==> src/rtl/serial_adder.sv <==
// Bit-serial adder: one full-adder cell plus a carry flop, WIDTH cycles.
// Optional signed-overflow output enabled by macro SERIAL_ADDER_OVF_EN.
//
// Ports:
//   clk   in   clock, rising edge
//   rst   in   synchronous active-high reset
//   start in   begin an addition (sampled only in IDLE)
//   a, b  in   WIDTH-bit operands, captured on the accepted start edge
//   cin   in   carry-in, captured on the accepted start edge
//   busy  out  high while bits are being processed
//   done  out  one-cycle pulse when sum/cout are updated
//   sum   out  WIDTH-bit result, held until the next completion
//   cout  out  carry out of bit WIDTH-1, held like sum
//   ovf   out  signed overflow (only with SERIAL_ADDER_OVF_EN)
module serial_adder #(
  parameter int WIDTH = 8
) (
  input  logic             clk,
  input  logic             rst,
  input  logic             start,
  input  logic [WIDTH-1:0] a,
  input  logic [WIDTH-1:0] b,
  input  logic             cin,
  output logic             busy,
  output logic             done,
  output logic [WIDTH-1:0] sum,
  output logic             cout
`ifdef SERIAL_ADDER_OVF_EN
  ,
  output logic             ovf
`endif
);

  localparam int CW = $clog2(WIDTH);

  typedef enum logic [1:0] {
    IDLE,
    SHIFT,
    DONE
  } state_t;

  state_t           state_q;
  logic [WIDTH-1:0] a_q;
  logic [WIDTH-1:0] b_q;
  logic [WIDTH-1:0] res_q;
  logic [WIDTH-1:0] res_d;
  logic [WIDTH-1:0] sum_q;
  logic [CW-1:0]    cnt_q;
  logic             carry_q;
  logic             busy_q;
  logic             done_q;
  logic             cout_q;
  logic             bit_s;
  logic             bit_c;
  logic             last;

  // Single full-adder cell working on the current LSBs.
  always_comb begin
    bit_s = a_q[0] ^ b_q[0] ^ carry_q;
    bit_c = (a_q[0] & b_q[0])
          | (a_q[0] & carry_q)
          | (b_q[0] & carry_q);
    // New sum bit enters at the MSB; after WIDTH shifts bit 0 is in place.
    res_d = {bit_s, res_q[WIDTH-1:1]};
    last  = (cnt_q == CW'(WIDTH - 1));
  end

`ifdef SERIAL_ADDER_OVF_EN
  logic ovf_q;
  assign ovf = ovf_q;
`endif

  always_ff @(posedge clk) begin
    if (rst) begin
      state_q <= IDLE;
      a_q     <= '0;
      b_q     <= '0;
      res_q   <= '0;
      sum_q   <= '0;
      cnt_q   <= '0;
      carry_q <= 1'b0;
      busy_q  <= 1'b0;
      done_q  <= 1'b0;
      cout_q  <= 1'b0;
`ifdef SERIAL_ADDER_OVF_EN
      ovf_q   <= 1'b0;
`endif
    end else begin
      unique case (state_q)
        IDLE: begin
          done_q <= 1'b0;
          if (start) begin
            a_q     <= a;
            b_q     <= b;
            carry_q <= cin;
            res_q   <= '0;
            cnt_q   <= '0;
            busy_q  <= 1'b1;
            state_q <= SHIFT;
          end
        end
        SHIFT: begin
          a_q     <= a_q >> 1;
          b_q     <= b_q >> 1;
          res_q   <= res_d;
          carry_q <= bit_c;
          if (last) begin
            sum_q   <= res_d;
            cout_q  <= bit_c;
`ifdef SERIAL_ADDER_OVF_EN
            // carry into the MSB is the carry entering this last bit
            ovf_q   <= carry_q ^ bit_c;
`endif
            busy_q  <= 1'b0;
            done_q  <= 1'b1;
            state_q <= DONE;
          end else begin
            cnt_q <= cnt_q + CW'(1);
          end
        end
        DONE: begin
          done_q  <= 1'b0;
          state_q <= IDLE;
        end
        default: begin
          busy_q  <= 1'b0;
          done_q  <= 1'b0;
          state_q <= IDLE;
        end
      endcase
    end
  end

  assign busy = busy_q;
  assign done = done_q;
  assign sum  = sum_q;
  assign cout = cout_q;

endmodule

==> config.mk <==
export PLATFORM = sky130hd
export DESIGN_NAME = serial_adder
export DESIGN_NICKNAME = d
export VERILOG_FILES = /design/src/rtl/serial_adder.sv
export SDC_FILE = /design/constraint.sdc
export NUM_CORES = 1
export LEC_CHECK = 0
export CORE_ASPECT_RATIO = 1.75
export CORE_MARGIN = 5
export CORE_UTILIZATION = 52
export CTS_CLUSTER_SIZE = 10
export DETAILED_ROUTE_END_ITERATION = 8
export GPL_TIMING_DRIVEN = 0
export PLACE_DENSITY = 0.79
export RECOVER_POWER = 100
export REMOVE_ABC_BUFFERS = 1
export SETUP_SLACK_MARGIN = 0.4
export SLEW_MARGIN = 40
export SYNTH_ARGS = -nofsm -noshare
export SYNTH_HDL_FRONTEND = slang
export SYNTH_SLANG_ARGS = --single-unit
==> constraint.sdc <==
create_clock -name clk -period 1.55 [get_ports clk]
set_input_delay 0.31 -clock clk [delete_from_list [all_inputs] [get_ports clk]]
set_output_delay 0.31 -clock clk [all_outputs]
set_load 0.005 [all_outputs]
==> results of run 1 <==
==> synthesized netlist by cell type <==
cell	count	area [sq um]
o2bb2ai_1	3	26.3
nand2_1	14	52.6
a21o_1	1	7.51
a221oi_1	1	8.76
a211oi_1	4	30.0
buf_4	2	15.0
o21ba_2	1	10.0
fa_1	1	20.0
nand2b_1	3	18.8
o22ai_1	1	6.26
a22oi_1	7	52.6
a22o_1	1	8.76
a21oi_1	10	50.1
nor3_1	1	5.00
buf_6	6	67.6
inv_1	3	11.3
nor4b_1	1	8.76
mux2i_1	10	100
and2b_1	1	7.51
nand4_1	2	12.5
a21oi_2	3	26.3
o21bai_2	1	11.3
a211oi_2	10	125
nand2b_4	1	13.8
buf_1	1	3.75
buf_2	4	20.0
nor2_1	28	105
nand3_2	3	30.0
a31oi_1	3	18.8
ha_1	2	25.0
nor3b_1	2	15.0
dfxtp_1	40	801
nand3b_2	1	11.3
clkbuf_1	3	11.3
o21ai_0	2	10.0
nand3_1	10	50.1
==> layer usage <==
layer	wire length (microns)	track usage, %	part of all wire, %	vias up
li1	-	-	-	743
met1	1620	18.8	38	776
met2	2390	33.9	56	39
met3	177	6.13	4.1	11
met4	105	10.9	2.4	0
met5	0	0	0	-
==> area by class of cell <==
class / instances / area share [%]
clock buffers: 6 / 3.65
multi-input cells: 130 / 40.4
clock inverters: 2 / 0.442
repair buffers: 45 / 16.6
inverters: 3 / 0.497
well taps: 45 / 2.49
flip-flops and latches: 40 / 36.0
==> power breakdown <==
| part | switching (mW) | total (mW) | internal, mW | leakage [nW] |
|---|---|---|---|---|
| registers | 0.0350 | 1.11 | 1.08 | 0.330 |
| clock network | 0.362 | 0.717 | 0.355 | 0.0510 |
| logic | 0.159 | 0.308 | 0.148 | 0.512 |
| total | 0.556 | 2.14 | 1.58 | 0.892 |
==> state kept, by name (all words and copies together), names as in the netlist <==
register	flops
b_q	8
carry_q	1
busy	1
a_q	8
cnt_q	3
cout	1
done	1
sum	8
res_q	7
state_q	2
==> final timing paths <==
kind | start | endpoint | slack (ps) | cells after the start
worst min-delay path | rst | b_q[7]$_SDFFE_PP0P_ | 390 | 2
worst max register to register | cnt_q[0]$_SDFFE_PP0P_ | cnt_q[0]$_SDFFE_PP0P_ | 230 | 5
worst max-delay path | cnt_q[0]$_SDFFE_PP0P_ | cnt_q[0]$_SDFFE_PP0P_ | 230 | 5
worst min register to register | a_q[7]$_SDFFE_PP0P_ | a_q[7]$_SDFFE_PP0P_ | 460 | 2
==> critical path, delay by kind of cell, from the launching register on <==
family                     cells  cell delay, ps
AOI/OAI and AO/OA              2             210
and+or+nand+nor                1             260
DFF                            1             330
adders and majority gates      2             440
==> repair_timing <==
action | CTS | global route
gates cloned | 2 | 0
resized for setup | 61 | 30
setup endpoints to repair | 51 | 42
buffers inserted | 7 | 7
pin swaps | 3 | 4
==> cell usage in the layout (no fill, tap or decap), types with 7 or more instances in the layout <==
cell,count
a211oi_1,8
a21oi_1,10
mux2i_1,7
nand2_1,14
nor2_1,26
nand3_1,10
clkbuf_2,9
clkdlybuf4s50_1,17
a22oi_1,7
dfxtp_1,35
buf_4,9
==> per-stage QoR <==
step / hold WS [ps] / power [mW]
final: 387 / 2.14
after global routing: 387 / 2.23
after CTS: 393 / 2.15
after detailed placement: 447 / 1.42
after global placement: 440 / 1.40
after floorplan: 372 / 1.30
==> logic make-up (layout without fill, tap and decap cells) <==
logic type                 after synthesis  count (layout)  share of synthesized area [%]
adders and majority gates                3               3                           2.51
AOI/OAI and AO/OA                       48              48                           21.8
and+or+nand+nor                         67              69                           18.4
muxes                                   10              10                           5.57
buffers and inverters                   19              56                           7.17
DFF                                     40              40                           44.6
==> impl_metrics.env, run 1 <==
export IMPL_worstPathArrival_ps=1550
export IMPL_numCtsBuffers=5
export IMPL_fillers=299
export IMPL_routedWlPerCell_microns=15.8
export IMPL_syn_cell_area_sq_um=1800
export IMPL_die_h_microns=87.8
export IMPL_core_area_sq_um=3360
export IMPL_multi_input_area_sq_um=915
export IMPL_outcome="finished clean"
export IMPL_syn_avg_cell_area_sq_um=9.61
export IMPL_crit_path_top_delay_cell="dfxtp_1"
export IMPL_synth_seq_cells=40
export IMPL_antenna_found_initial=0
export IMPL_start_util_pct=53.4
export IMPL_clock_path_buffers=2
export IMPL_ctsHoldBuffers=0
export IMPL_track_usage_pct=19.3
export IMPL_fmax_mhz=758
export IMPL_synth_cells=187
export IMPL_overflow=0
export IMPL_port_buffers=30
export IMPL_drtIter0Drc=35
export IMPL_dr_pass1_iters=4
export IMPL_cts_htree_levels=2
export IMPL_vdd_drop_max_v=0.000781
export IMPL_drc_errors=0
export IMPL_io_pin_count=31
export IMPL_clockRootBuffer="clkbuf_8"
export IMPL_yosysWarnings=0
export IMPL_postPlaceCellArea_sq_um=2060
export IMPL_worstPathRequired_ps=1780
export IMPL_start_kind="flip-flop"
export IMPL_cp_cell_sequence="ha_1 > ha_4 > nor4b_1 > a31oi_1 > a21oi_1"
export IMPL_slew_violations=0
export IMPL_routed_via_density=5.79
export IMPL_vias=1569
export IMPL_final_cell_area_sq_um=2260
export IMPL_tns_ps=0
export IMPL_grt_pass1_vias=1556
export IMPL_register_area_sq_um=815
export IMPL_final_layout_size_suffix_gt1_share_pct=29.2
export IMPL_dp_hpwl_microns=2510
export IMPL_cts_sinks=40
export IMPL_setup_slack_ps=231
export IMPL_leakage_nw=0.892
export IMPL_hp_class="primary input to flip-flop"
export IMPL_grt_pass1_wl_microns=6710
export IMPL_max_stage_delay_ps=330
export IMPL_postLayoutCoreUtil_pct=67.3
export IMPL_dp_slack_ps=-507
export IMPL_cap_violations=0
export IMPL_min_period_ps=1320
export IMPL_rsz0062_at_grt="true"
export IMPL_max_slew_margin_pct=62.3
export IMPL_synth_cell_types=36
export IMPL_dp_cells=247
export IMPL_wirelength_microns=4290
export IMPL_path_max_fanout=8
export IMPL_setup_viol=0
export IMPL_antenna_cells=0
export IMPL_instances_no_fill=271
export IMPL_finalClockSkew_ps=4.45
export IMPL_tightest_slew_ps=565
export IMPL_grt_max_degree=31
export IMPL_crit_type="flip-flop to flip-flop"
export IMPL_num_rows=28
export IMPL_clkSlewWorstSetupHoldPaths_ps=80
export IMPL_insertion_delay_ps=290
export IMPL_crit_path_end_kind="flip-flop"
export IMPL_ys_seq_area_share_pct=44.6
export IMPL_die_w_microns=54.4
export IMPL_cts_tree="done"
export IMPL_post_route_period_util_pct=85.1
export IMPL_antenna_left=0
export IMPL_die_area_sq_um=4780
export IMPL_area_growth_pct=26.0
export IMPL_hold_viol_final=0
export IMPL_gp_congestion=0.721
export IMPL_powerDensity_nw_per_um2=944
export IMPL_nets=248
Power figures use the tool's default switching activity.
==> run 2, diff against run 1 <==
PLACE_DENSITY = 0.83   (was 0.79)
REMOVE_ABC_BUFFERS = not set   (was 1)
==> run 2 against run 1 <==
  * Register-to-register slack got worse by 40 ps
  * Critical endpoint is now res_q[2]$_SDFFE_PP0P_
  * Total power increased by 5.1%
  * Count of clock-buffer cells in the layout decreased by 1
  * Highest routed layer unchanged
  * First-iteration DRC count increased by 2.9%
  * Sequential cell count unchanged
  * Critical path depth unchanged
  * Cell area increased by 15%
  * Global-route usage increased by 1.4 points
  * Worst hold slack improved by 69 ps
  * Sequential power about the same
  * Fmax decreased by 3.2%
==> impl_metrics.env, run 2 (synthesis gave the netlist of run 1 again) <==
export IMPL_outcome="finished clean"
export IMPL_ctsHoldBuffers=0
export IMPL_antenna_cells=0
export IMPL_cp_cell_sequence="clkbuf_2 > o21bai_4 > buf_6 > a22oi_2 > nor2_1"
export IMPL_cts_tree="done"
export IMPL_dp_cells=261
export IMPL_track_usage_pct=20.7
export IMPL_timing_rr_end="res_q[2]$_SDFFE_PP0P_"
export IMPL_cts_htree_levels=2
export IMPL_hp_class="flip-flop to flip-flop"
export IMPL_clockRootBuffer="clkbuf_8"
export IMPL_insertion_delay_ps=300
export IMPL_wl_met2_microns=2730
export IMPL_die_h_microns=87.8
export IMPL_min_period_ps=1360
export IMPL_r2r_start="state_q[1]$_SDFFE_PP0P_"
export IMPL_worstPathArrival_ps=1530
export IMPL_overflow=0
export IMPL_vdd_drop_max_v=0.000817
export IMPL_hold_viol_final=0
export IMPL_numCtsBuffers=5
export IMPL_rsz0062_at_grt="true"
export IMPL_final_cell_area_sq_um=2600
export IMPL_powerDensity_nw_per_um2=864
export IMPL_fmax_mhz=734
export IMPL_slew_violations=0
export IMPL_max_stage_delay_ps=320
export IMPL_routed_top_layer="met4"
export IMPL_crit_path_end_kind="flip-flop"
export IMPL_worstPathRequired_ps=1710
export IMPL_grt_pass1_vias=1533
export IMPL_path_max_fanout=10
export IMPL_antenna_found_initial=0
export IMPL_die_area_sq_um=4780
export IMPL_grt_max_degree=14
export IMPL_grt_pass1_wl_microns=7070
export IMPL_cap_violations=0
export IMPL_postLayoutCoreUtil_pct=77.3
export IMPL_final_common_cell="dfxtp_1"
export IMPL_setup_viol=0
export IMPL_min_to="sum[0]$_SDFFE_PP0P_"
export IMPL_rrSetupSlack_ps=190
export IMPL_start_util_pct=53.4
export IMPL_die_w_microns=54.4
export IMPL_dp_hpwl_microns=2740
export IMPL_drtIter0Drc=36
export IMPL_core_area_sq_um=3360
export IMPL_clock_path_buffers=2
export IMPL_routed_via_density=5.58
export IMPL_holdCritStartpoint="sum[0]$_SDFFE_PP0P_"
export IMPL_port_buffers=29
export IMPL_postPlaceCellArea_sq_um=2190
export IMPL_post_route_period_util_pct=87.9
export IMPL_final_layout_size_suffix_gt1_share_pct=42.9
export IMPL_leakage_nw=1.02
export IMPL_drt_met1_wl_microns=1700
export IMPL_gp_congestion=0.858
export IMPL_syn_num_nets=210
export IMPL_dr_pass1_iters=4
export IMPL_finalClockSkew_ps=5.02
export IMPL_num_rows=28
export IMPL_max_slew_margin_pct=56.1
export IMPL_vias=1617
export IMPL_start_kind="flip-flop"
export IMPL_nets=267
export IMPL_drc_errors=0
export IMPL_tightest_slew_ps=658
export IMPL_min_path_cells=2
export IMPL_met3_length_microns=201
export IMPL_crit_type="flip-flop to flip-flop"
export IMPL_crit_path_top_delay_cell="dfxtp_1"
export IMPL_clkSlewWorstSetupHoldPaths_ps=80
export IMPL_worstRegToRegCells=5
export IMPL_final_cell_mix="36 x dfxtp_1, 25 x nor2_1, 17 x buf_4, 17 x clkdlybuf4s50_1, 14 x nand2_1"
export IMPL_wirelength_microns=4750
export IMPL_area_growth_pct=44.6
export IMPL_routedWlPerCell_microns=16.4
export IMPL_instances_no_fill=290
export IMPL_cts_sinks=40
export IMPL_io_pin_count=31
export IMPL_antenna_left=0
-- run 2: cell types whose count changed in the layout (fill, tap and decap cells not counted), moves of 2 or more --
cell	previous run	this run
a22oi_2	0	7
a211oi_2	6	12
buf_4	9	17
dfxtp_4	3	1
inv_1	3	1
a22oi_1	7	0
clkinvlp_4	0	2
buf_6	1	10
nand2b_2	2	0
nand2b_1	2	0
nand2b_4	2	4
a211oi_1	8	2
-- run 2: layout make-up --
class	count	area, sq um
timing repair buffer	50	434
sequential	40	808
multi-input combinational	128	1040
inverter	3	18.8
fill	234	764
clock buffer	5	68.8
clock inverter	3	18.8
tap	45	56.3
buffer	16	153
-- run 2: power breakdown --
part	total, mW	switching [mW]	leakage, nW	internal [mW]
Sequential	1.11	0.0325	0.329	1.08
Clock	0.690	0.377	0.0479	0.313
Combinational	0.444	0.208	0.645	0.236
-- run 2: metal layers --
layer	vias to the layer above	global-route usage [%]
met4	0	10.4
met1	775	22.0
met2	53	36.2
met3	13	4.77
li1	776	-
met5	-	0
-- run 2: critical path: cells and delay by family (launching register included) --
kind | cells | cell delay (ps)
AOI/OAI and AO/OA | 2 | 460
buffers and inverters | 2 | 390
DFF | 1 | 320
and+or+nand+nor | 1 | 60
-- run 2: how the worst max path moves through the flow --
| stage | slack, ps | startpoint | end |
|---|---|---|---|
| after CTS | 290 | cnt_q[0]$_SDFFE_PP0P_ | cnt_q[0]$_SDFFE_PP0P_ |
| after floorplan | 360 | cnt_q[0]$_SDFFE_PP0P_ | busy$_SDFFE_PP0P_ |
| after global placement | -150 | start | res_q[2]$_SDFFE_PP0P_ |
| after detailed placement | -190 | start | res_q[5]$_SDFFE_PP0P_ |
| final | 190 | state_q[1]$_SDFFE_PP0P_ | res_q[2]$_SDFFE_PP0P_ |
| after global routing | 90 | state_q[1]$_SDFFE_PP0P_ | b_q[5]$_SDFFE_PP0P_ |
-- run 2: what timing repair did --
item | in CTS | in global routing
gates cloned | 2 | 4
pin swaps | 5 | 5
setup buffers | 9 | 6
gates resized for setup | 63 | 38
setup endpoints to repair | 50 | 49
endpoints found under the hold margin | 0 | 0
-- run 2: per-stage QoR --
stage	total power, mW	hold WS, ps	setup TNS, ps	worst slack (ps)
3_5_place_dp	1.45	451	-1440	-186
6_report	2.25	456	0	187
5_1_grt	2.35	475	0	92.7
2_1_floorplan	1.35	432	0	356
4_1_cts	2.18	436	0	291
3_3_place_gp	1.44	440	-1190	-152
